==> config.mk <==
export PLATFORM = sky130hd
export DESIGN_NAME = serial_bit_feeder_flat
export DESIGN_NICKNAME = d
export VERILOG_FILES = /design/src/rtl/fsm_pkg.sv /design/src/rtl/serial_bit_feeder_if.sv /design/src/rtl/piso_shift_reg.sv /design/src/rtl/serial_bit_feeder.sv /design/src/flat_wrapper.sv
export SDC_FILE = /design/constraint.sdc
export NUM_CORES = 1
export LEC_CHECK = 0
export BUFFER_PORTS_ARGS = -buffer_cell sky130_fd_sc_hd__buf_4
export CAP_MARGIN = 20
export CORE_AREA = 2 2 39 41
export CTS_BUF_LIST = sky130_fd_sc_hd__clkbuf_8
export DETAILED_ROUTE_END_ITERATION = 10
export DIE_AREA = 0 0 41 43
export HOLD_SLACK_MARGIN = 0.02
export PLACE_DENSITY = 0.79
export RECOVER_POWER = 100
export SLEW_MARGIN = 10
export SYNTH_ARGS = -nofsm -noshare
export SYNTH_HDL_FRONTEND = slang
export SYNTH_SLANG_ARGS = --single-unit
==> constraint.sdc <==
create_clock -name clk -period 3.5 [get_ports clk]
set_input_delay 0 -clock clk [delete_from_list [all_inputs] [get_ports clk]]
set_output_delay 0 -clock clk [all_outputs]
set_load 0.005 [all_outputs]
==> src/rtl/fsm_pkg.sv <==
// Shared state encodings and sizing helper for the serial bit feeder.
// No logic; constant definitions only.
package fsm_pkg;

   typedef enum logic {
      ST_IDLE  = 1'b0,
      ST_SHIFT = 1'b1
   } state_t;

   function automatic int CNT_W(input int width);
      return (width <= 2) ? 1 : $clog2(width);
   endfunction

endpackage

==> src/rtl/serial_bit_feeder_if.sv <==
// Word-load handshake plus serial bit output bundle of the bit feeder.
// slave = feeder side, master = upstream producer / downstream detector side.
interface serial_bit_feeder_if #(
   parameter int WIDTH = 8
);
   logic             load_valid;
   logic [WIDTH-1:0] load_data;
   logic             load_ready;
   logic             shift_en;
   logic             x_out;
   logic             x_valid;
   logic             busy;
   logic             done;

   modport slave (
      input  load_valid, load_data, shift_en,
      output load_ready, x_out, x_valid, busy, done
   );

   modport master (
      output load_valid, load_data, shift_en,
      input  load_ready, x_out, x_valid, busy, done
   );
endinterface

==> src/rtl/piso_shift_reg.sv <==
// Parallel-load shift register; serial bit comes straight off a flop.
// Zero-latency load, shifts one bit per shift strobe; clear has priority over load.
module piso_shift_reg #(
   parameter int WIDTH     = 8,
   parameter bit MSB_FIRST = 1'b1
) (
   input  logic             clk,
   input  logic             reset,
   input  logic             clr,
   input  logic             load,
   input  logic             shift,
   input  logic [WIDTH-1:0] data,
   output logic             ser_out
);
   logic [WIDTH-1:0] sreg;

   always_ff @(posedge clk or negedge reset) begin
      if (!reset) begin
         sreg <= '0;
      end else if (clr) begin
         sreg <= '0;
      end else if (load) begin
         sreg <= data;
      end else if (shift) begin
         // Move toward the output end, back-filling with zero.
         if (MSB_FIRST) sreg <= {sreg[WIDTH-2:0], 1'b0};
         else           sreg <= {1'b0, sreg[WIDTH-1:1]};
      end
   end

   assign ser_out = MSB_FIRST ? sreg[WIDTH-1] : sreg[0];

endmodule

==> src/rtl/serial_bit_feeder.sv <==
// Serializes WIDTH-bit words onto x_out, one bit per shift_en edge; first bit visible the edge after accept.
// load_ready only in IDLE or on the last-bit strobe, so back-to-back words stream with no gap bit.
module serial_bit_feeder
   import fsm_pkg::*;
#(
   parameter int WIDTH     = 8,
   parameter bit MSB_FIRST = 1'b1
) (
   input  logic                clk,
   input  logic                reset,
   serial_bit_feeder_if.slave  bus
);
   localparam int CW = CNT_W(WIDTH);
   localparam logic [CW-1:0] LAST = CW'(WIDTH - 1);

   state_t        state, state_nxt;
   logic [CW-1:0] cnt, cnt_nxt;
   logic          done_q, done_nxt;
   logic          sr_load, sr_shift, sr_clr;
   logic          accept;

   // Ready is masked during reset so nothing is taken while the block is held.
   assign bus.load_ready = reset &&
                           ((state == ST_IDLE) ||
                            ((cnt == LAST) && bus.shift_en));
   assign accept = bus.load_valid && bus.load_ready;

   always_ff @(posedge clk or negedge reset) begin
      if (!reset) begin
         state  <= ST_IDLE;
         cnt    <= '0;
         done_q <= 1'b0;
      end else begin
         state  <= state_nxt;
         cnt    <= cnt_nxt;
         done_q <= done_nxt;
      end
   end

   always_comb begin
      state_nxt = state;
      cnt_nxt   = cnt;
      done_nxt  = 1'b0;
      sr_load   = 1'b0;
      sr_shift  = 1'b0;
      sr_clr    = 1'b0;
      case (state)
         ST_IDLE: begin
            if (accept) begin
               sr_load   = 1'b1;
               cnt_nxt   = '0;
               state_nxt = ST_SHIFT;
            end
         end
         ST_SHIFT: begin
            if (bus.shift_en) begin
               if (cnt == LAST) begin
                  done_nxt = 1'b1;
                  cnt_nxt  = '0;
                  if (accept) begin
                     sr_load = 1'b1;
                  end else begin
                     sr_clr    = 1'b1;
                     state_nxt = ST_IDLE;
                  end
               end else begin
                  sr_shift = 1'b1;
                  cnt_nxt  = cnt + CW'(1);
               end
            end
         end
         default: state_nxt = ST_IDLE;
      endcase
   end

   piso_shift_reg #(
      .WIDTH     (WIDTH),
      .MSB_FIRST (MSB_FIRST)
   ) u_sreg (
      .clk     (clk),
      .reset   (reset),
      .clr     (sr_clr),
      .load    (sr_load),
      .shift   (sr_shift),
      .data    (bus.load_data),
      .ser_out (bus.x_out)
   );

   assign bus.x_valid = (state == ST_SHIFT);
   assign bus.busy    = (state == ST_SHIFT);
   assign bus.done    = done_q;

endmodule

==> src/flat_wrapper.sv <==
// flat-port wrapper written by rule: the top's interface ports become plain ports
module serial_bit_feeder_flat import fsm_pkg::*;
#(
   parameter int WIDTH     = 8,
   parameter bit MSB_FIRST = 1'b1
)
  (clk, reset, bus_load_valid, bus_load_data, bus_shift_en, bus_load_ready, bus_x_out, bus_x_valid, bus_busy, bus_done);
  serial_bit_feeder_if #(.WIDTH(WIDTH)) bus_i ();
  input  logic clk;
  input  logic reset;
  input wire logic [$bits(bus_i.load_valid)-1:0] bus_load_valid;
  input wire logic [$bits(bus_i.load_data)-1:0] bus_load_data;
  input wire logic [$bits(bus_i.shift_en)-1:0] bus_shift_en;
  output wire logic [$bits(bus_i.load_ready)-1:0] bus_load_ready;
  output wire logic [$bits(bus_i.x_out)-1:0] bus_x_out;
  output wire logic [$bits(bus_i.x_valid)-1:0] bus_x_valid;
  output wire logic [$bits(bus_i.busy)-1:0] bus_busy;
  output wire logic [$bits(bus_i.done)-1:0] bus_done;
  assign bus_i.load_valid = bus_load_valid;
  assign bus_i.load_data = bus_load_data;
  assign bus_i.shift_en = bus_shift_en;
  assign bus_load_ready = bus_i.load_ready;
  assign bus_x_out = bus_i.x_out;
  assign bus_x_valid = bus_i.x_valid;
  assign bus_busy = bus_i.busy;
  assign bus_done = bus_i.done;
  serial_bit_feeder #(.WIDTH(WIDTH), .MSB_FIRST(MSB_FIRST)) u_core (.clk(clk), .reset(reset), .bus(bus_i));
endmodule
* After elaboration in Yosys (flattened, before gate mapping)
Index checks and enable logic that the tools add are counted. W data, S select, Z words.
Storage, ports and cells: register bits 13, input bits 12, output and inout port bits 5, logic and storage cells 39
Cells by class: $add $sub $neg 1, equality and inequality tests 3, multiplexer cells 24, bitwise logic cells 1, reductions and logical operators 6
Operators with widths (count):
- $mux W8 | 3
- $mux W1 | 15
- $mux W3 | 3
- $pmux W3 S2 | 1
- $pmux W1 S2 | 2
- $add A3 B1 Y3 const B | 1
- $eq A3 B3 Y1 const B | 1
- $logic_and A1 B1 Y1 | 3
- $reduce_bool A3 Y1 | 1
- $ne A2 B1 Y1 const B | 1
- $ne A2 B2 Y1 const B | 1
- $reduce_and A2 Y1 | 1
- $logic_or A1 B1 Y1 | 1
- $not A1 Y1 | 1

* Longest topological paths before layout
depth after elaboration 11, mapped depth 6, depth with buffers taken out 5

* By module
Synthesis repeated with hierarchy kept, for this count alone.
Unflattened totals: cell total of the unflattened synthesis 62, area, all modules 686.9 µm²
By module, submodules not included:
- piso_shift_reg | instances 1, cells each 35, area each 409.1 µm², sequential area each 200.2 µm²
- serial_bit_feeder | instances 1, cells each 27, area each 277.8 µm², sequential area each 125.1 µm²

* Worst setup path after synthesis
OpenSTA, ideal clock, no wires.
path kind flip-flop to flip-flop, from register u_core.cnt[0], to register u_core.u_sreg.sreg[1], library setup time 0.079 ns, arrival 1.425 ns, data required time 3.421 ns, setup slack 1.996 ns, stages on the path, launching flop included 7, path buffers 1, period minus slack after synthesis 1.504 ns, path through dfrtp_1 ha_1 ha_1 a21bo_1 nand3_2 buf_6 mux2i_1
Between the ends: word-level cells in the longest chain between the ends 11, elaborated cells between the ends (all ways) 19, those cells by class eq/ne (1); mux (13); reduce/logical (5)
RTL lines:
- start: declaration | line serial_bit_feeder.sv:17 | logic [CW-1:0] cnt, cnt_nxt;
- start signal: assignment | line serial_bit_feeder.sv:35 | cnt <= cnt_nxt;
- $eq A3 B3 Y1 * | line serial_bit_feeder.sv:25, serial_bit_feeder.sv:57
- $logic_and A1 B1 Y1 | line serial_bit_feeder.sv:25 | ((cnt == LAST) && bus.shift_en));
- $logic_or A1 B1 Y1 | line serial_bit_feeder.sv:24 | ((state == ST_IDLE) ||
- $logic_and A1 B1 Y1 | line serial_bit_feeder.sv:23 | assign bus.load_ready = reset &&
- $logic_and A1 B1 Y1 | line serial_bit_feeder.sv:26 | assign accept = bus.load_valid && bus.load_ready;
- $mux W1 | line serial_bit_feeder.sv:49, serial_bit_feeder.sv:60
- $mux W1 | line serial_bit_feeder.sv:57 | if (cnt == LAST) begin
- $mux W1 | line serial_bit_feeder.sv:56 | if (bus.shift_en) begin
- $pmux W1 S2 | line serial_bit_feeder.sv:47 | case (state)
- $mux W8 | line piso_shift_reg.sv:22 | end else if (load) begin
- $mux W8 | line piso_shift_reg.sv:20 | end else if (clr) begin
- end signal: assignment | line piso_shift_reg.sv:23 | sreg <= data;
- end signal: assignment | line piso_shift_reg.sv:26 | if (MSB_FIRST) sreg <= {sreg[WIDTH-2:0], 1'b0};
- end signal: assignment | line piso_shift_reg.sv:27 | else sreg <= {1'b0, sreg[WIDTH-1:1]};
- end: declaration | line piso_shift_reg.sv:15 | logic [WIDTH-1:0] sreg;
Mark *: on every way between the ends. The rest lies on a longest branch, timed or not. A chain may end at the register's enable or synchronous reset.

* Final worst setup path
from input port reset, to register u_core.cnt[0]
Between the ends: word-level cells in the longest chain between the ends 4
RTL lines:
- start: declaration | line flat_wrapper.sv:10 | input logic reset;
- $logic_and A1 B1 Y1 | line serial_bit_feeder.sv:23
- $logic_and A1 B1 Y1 | line serial_bit_feeder.sv:26
- $ne A2 B1 Y1 (no line)
- $reduce_and A2 Y1 (no line)
No other way between the ends.

==> run summary <==
status = finished, final reports clean
largest net degree at the start of global routing = 17
met2 Track Usage GR = 28.7%
Final min period = 2.01 ns
post-route core utilization = 67.6%
PD cells = 594 nW/µm²
asr flop ratio synth = 100%
DRC Markers = 0
post-synthesis cell type count = 19
post-cts sizing count = 0
met3 Use GR = 6.28%
Yosys warning count = 0
Synth Flop Type = dfrtp_1
CP Max Fanout = 16
worst-margin pin slew = 0.785 ns
Post-synth top cells = dfrtp_1 (13), inv_1 (8), mux2i_1 (8)
Initial Utilization = 50.5%
DP Area = 810 µm²
Hold Path Origin = bus_shift_en
r2r startpoint = u_core.cnt[0]$_DFFE_PN0P_
Synth area leaders = dfrtp_1 (47%), mux2i_1 (11%), and4b_2 (11%)
filler instances = 99
fin area = 936 µm²
cell area after synthesis = 699 µm²
core box area = 1380 µm²
num rows = 14
required time of the critical path = 3.63 ns
Initial DRC Count = 3
DIE AREA = 1760 µm²
fin. max-slew vios = 0
initial antenna violation count = 0
worst hold endpoint = u_core.cnt[1]$_DFFE_PN0P_
syn_area_per_cell = 10.6 µm²
layout cells sized above 1 = 31.1%
final wirelength = 1.32 mm
number of synthesized register bits = 13
slack of the worst reg-to-reg path = 1.52 ns
synthesis-to-layout area growth = 33.8%
RSZ-0062 raised after global routing = no
Worst-path clk slew = 0.06 ns
global-route layer with the greatest usage = met2
final setup fails = 0
Inserted Diodes = 0
Critical Path Sink Type = register
crit path DAT = 2.14 ns
most common cell in the netlist = dfrtp_1
Die W = 41 µm
via/cell ratio = 5.15
Crit Path Category = in2reg
period utilisation layout = 57.5%
Worst Clk Skew = 0.00473 ns
maxcap violations = 0
first-pass GRT wire length = 2.24 mm
number of global-route vias before repair = 515
Slew headroom = 47.6%
Hold Fails Final Rpt = 0
Nets = 105
DP Cell Count = 93
routability-driven placement congestion ratio = 0.689
Cell Count, Final, Fillers Out = 106
CTS Root Cell = clkbuf_8
Post-DP HPWL = 835 µm
clock tree buffer depth = 2
via count = 546
post-route setup TNS = 0 ns
reg2reg path depth = 5
Sink Count = 13
Buffers on Ports = 16
ANT nets after route = 0
Max Fclk = 497 MHz
CTS tree = built
CTS Buf Count = 3
Power, Total = 556 µW
number of enable flip-flop cells after synthesis = 0
VDD IR-drop max = 0.000334 V
depth of the CTS H-tree = 1
total gr overflow = 0
worst r2r dst = u_core.cnt[0]$_DFFE_PN0P_
Hold WC Path Type = in2reg
DR WL/cell = 12.4 µm
cell taking the most area after synthesis = dfrtp_1
Hold Path Cell Cnt = 3
Die Ht = 43 µm
met1 GRT Util = 24.4%
startpoint types = primary input
syn_nets = 80
LEAKAGE = 0.535 nW
DRT Pass-1 Iters = 5
Synth top area share = 46.5%
Cells after Synth = 66
Clock Latency Late Sink = 0.24 ns
IO Count = 17
sequential fraction of the synthesis area = 46.5%
Global Route Usage Sum = 19.8%
## cells in the final DEF (no fill, tap or decap), drive strengths merged
master / count
buf: 10
a31o: 1
nand3: 3
and2: 1
o21ai: 2
inv: 9
and4b: 7
nor3: 1
a21oi: 7
nand2: 5
ha: 2
dfrtp: 13
dlygate4sd3: 9
and3: 2
clkbuf: 9
a21bo: 1
mux2i: 8
## routing by layer
metal | up-vias | share of wire (%)
met1 | 255 | 45
li1 | 277 | -
met3 | 4 | 2.5
met4 | 0 | 3.0
met5 | - | 0
met2 | 10 | 49
## worst max-delay path, stage by stage
cell           delay (ns)
dlygate4sd3_1        0.52
clkbuf_1             0.59
nand3_1              0.64
a31o_1               0.39
## per-stage QoR
stage,worst slack (ns),hold slack [ns]
floorplan,2.00,-0.296
global placement,1.81,-0.138
detailed placement,1.74,-0.137
CTS,1.73,0.0810
global route,1.17,0.120
finish,1.49,0.0944
## where the power goes
part,leakage [nW],internal (mW),switching (mW)
clock network,0.0269,0.0775,0.0541
registers,0.167,0.206,0.0383
logic,0.340,0.102,0.0781
total,0.535,0.385,0.170
## flip-flops by register name (all words and copies together) (netlist names)
signal / cells
u_core.cnt: 3
u_core.bus.busy: 1
u_core.u_sreg.sreg: 8
u_core.bus.done: 1
## layout make-up
cell class                      instances  area (µm²)  area share [%]
Multi-Input combinational cell         40         309            33.0
Clock buffer                            3        41.3            4.41
Clock inverter                          1        3.75           0.401
Sequential cell                        13         325            34.8
Timing Repair Buffer                   25         206            22.1
Tap cell                               16        20.0            2.14
Inverter                                8        30.0            3.21
## how the worst max path moves through the flow
stage                                    from                                end  slack [ns]  cells past startpoint
floorplan           u_core.cnt[0]$_DFFE_PN0P_  u_core.u_sreg.sreg[1]$_DFFE_PN0P_        2.00                      6
global placement    u_core.cnt[0]$_DFFE_PN0P_          u_core.cnt[0]$_DFFE_PN0P_        1.81                      5
detailed placement  u_core.cnt[0]$_DFFE_PN0P_          u_core.cnt[0]$_DFFE_PN0P_        1.74                      5
CTS                 u_core.cnt[0]$_DFFE_PN0P_          u_core.cnt[0]$_DFFE_PN0P_        1.73                      5
global route                            reset          u_core.cnt[0]$_DFFE_PN0P_        1.17                      4
finish                                  reset          u_core.cnt[0]$_DFFE_PN0P_        1.49                      4
## timing repair
action                                 4_1_cts  5_1_grt
buffers inserted                             0        0
endpoints found under the hold margin       21        0
hold buffers                                 9        0
## logic make-up (layout without fill, tap and decap cells)
logic type	Yosys count	count (layout)	share of synthesized area, %
DFF	13	13	46.5
buffers and inverters	13	37	8.59
muxes	8	8	11.4
and+or+nand+nor	19	19	20.8
AOI/OAI and AO/OA	11	11	9.12
adders and majority gates	2	2	3.58
(Power assumes the default switching activity.)
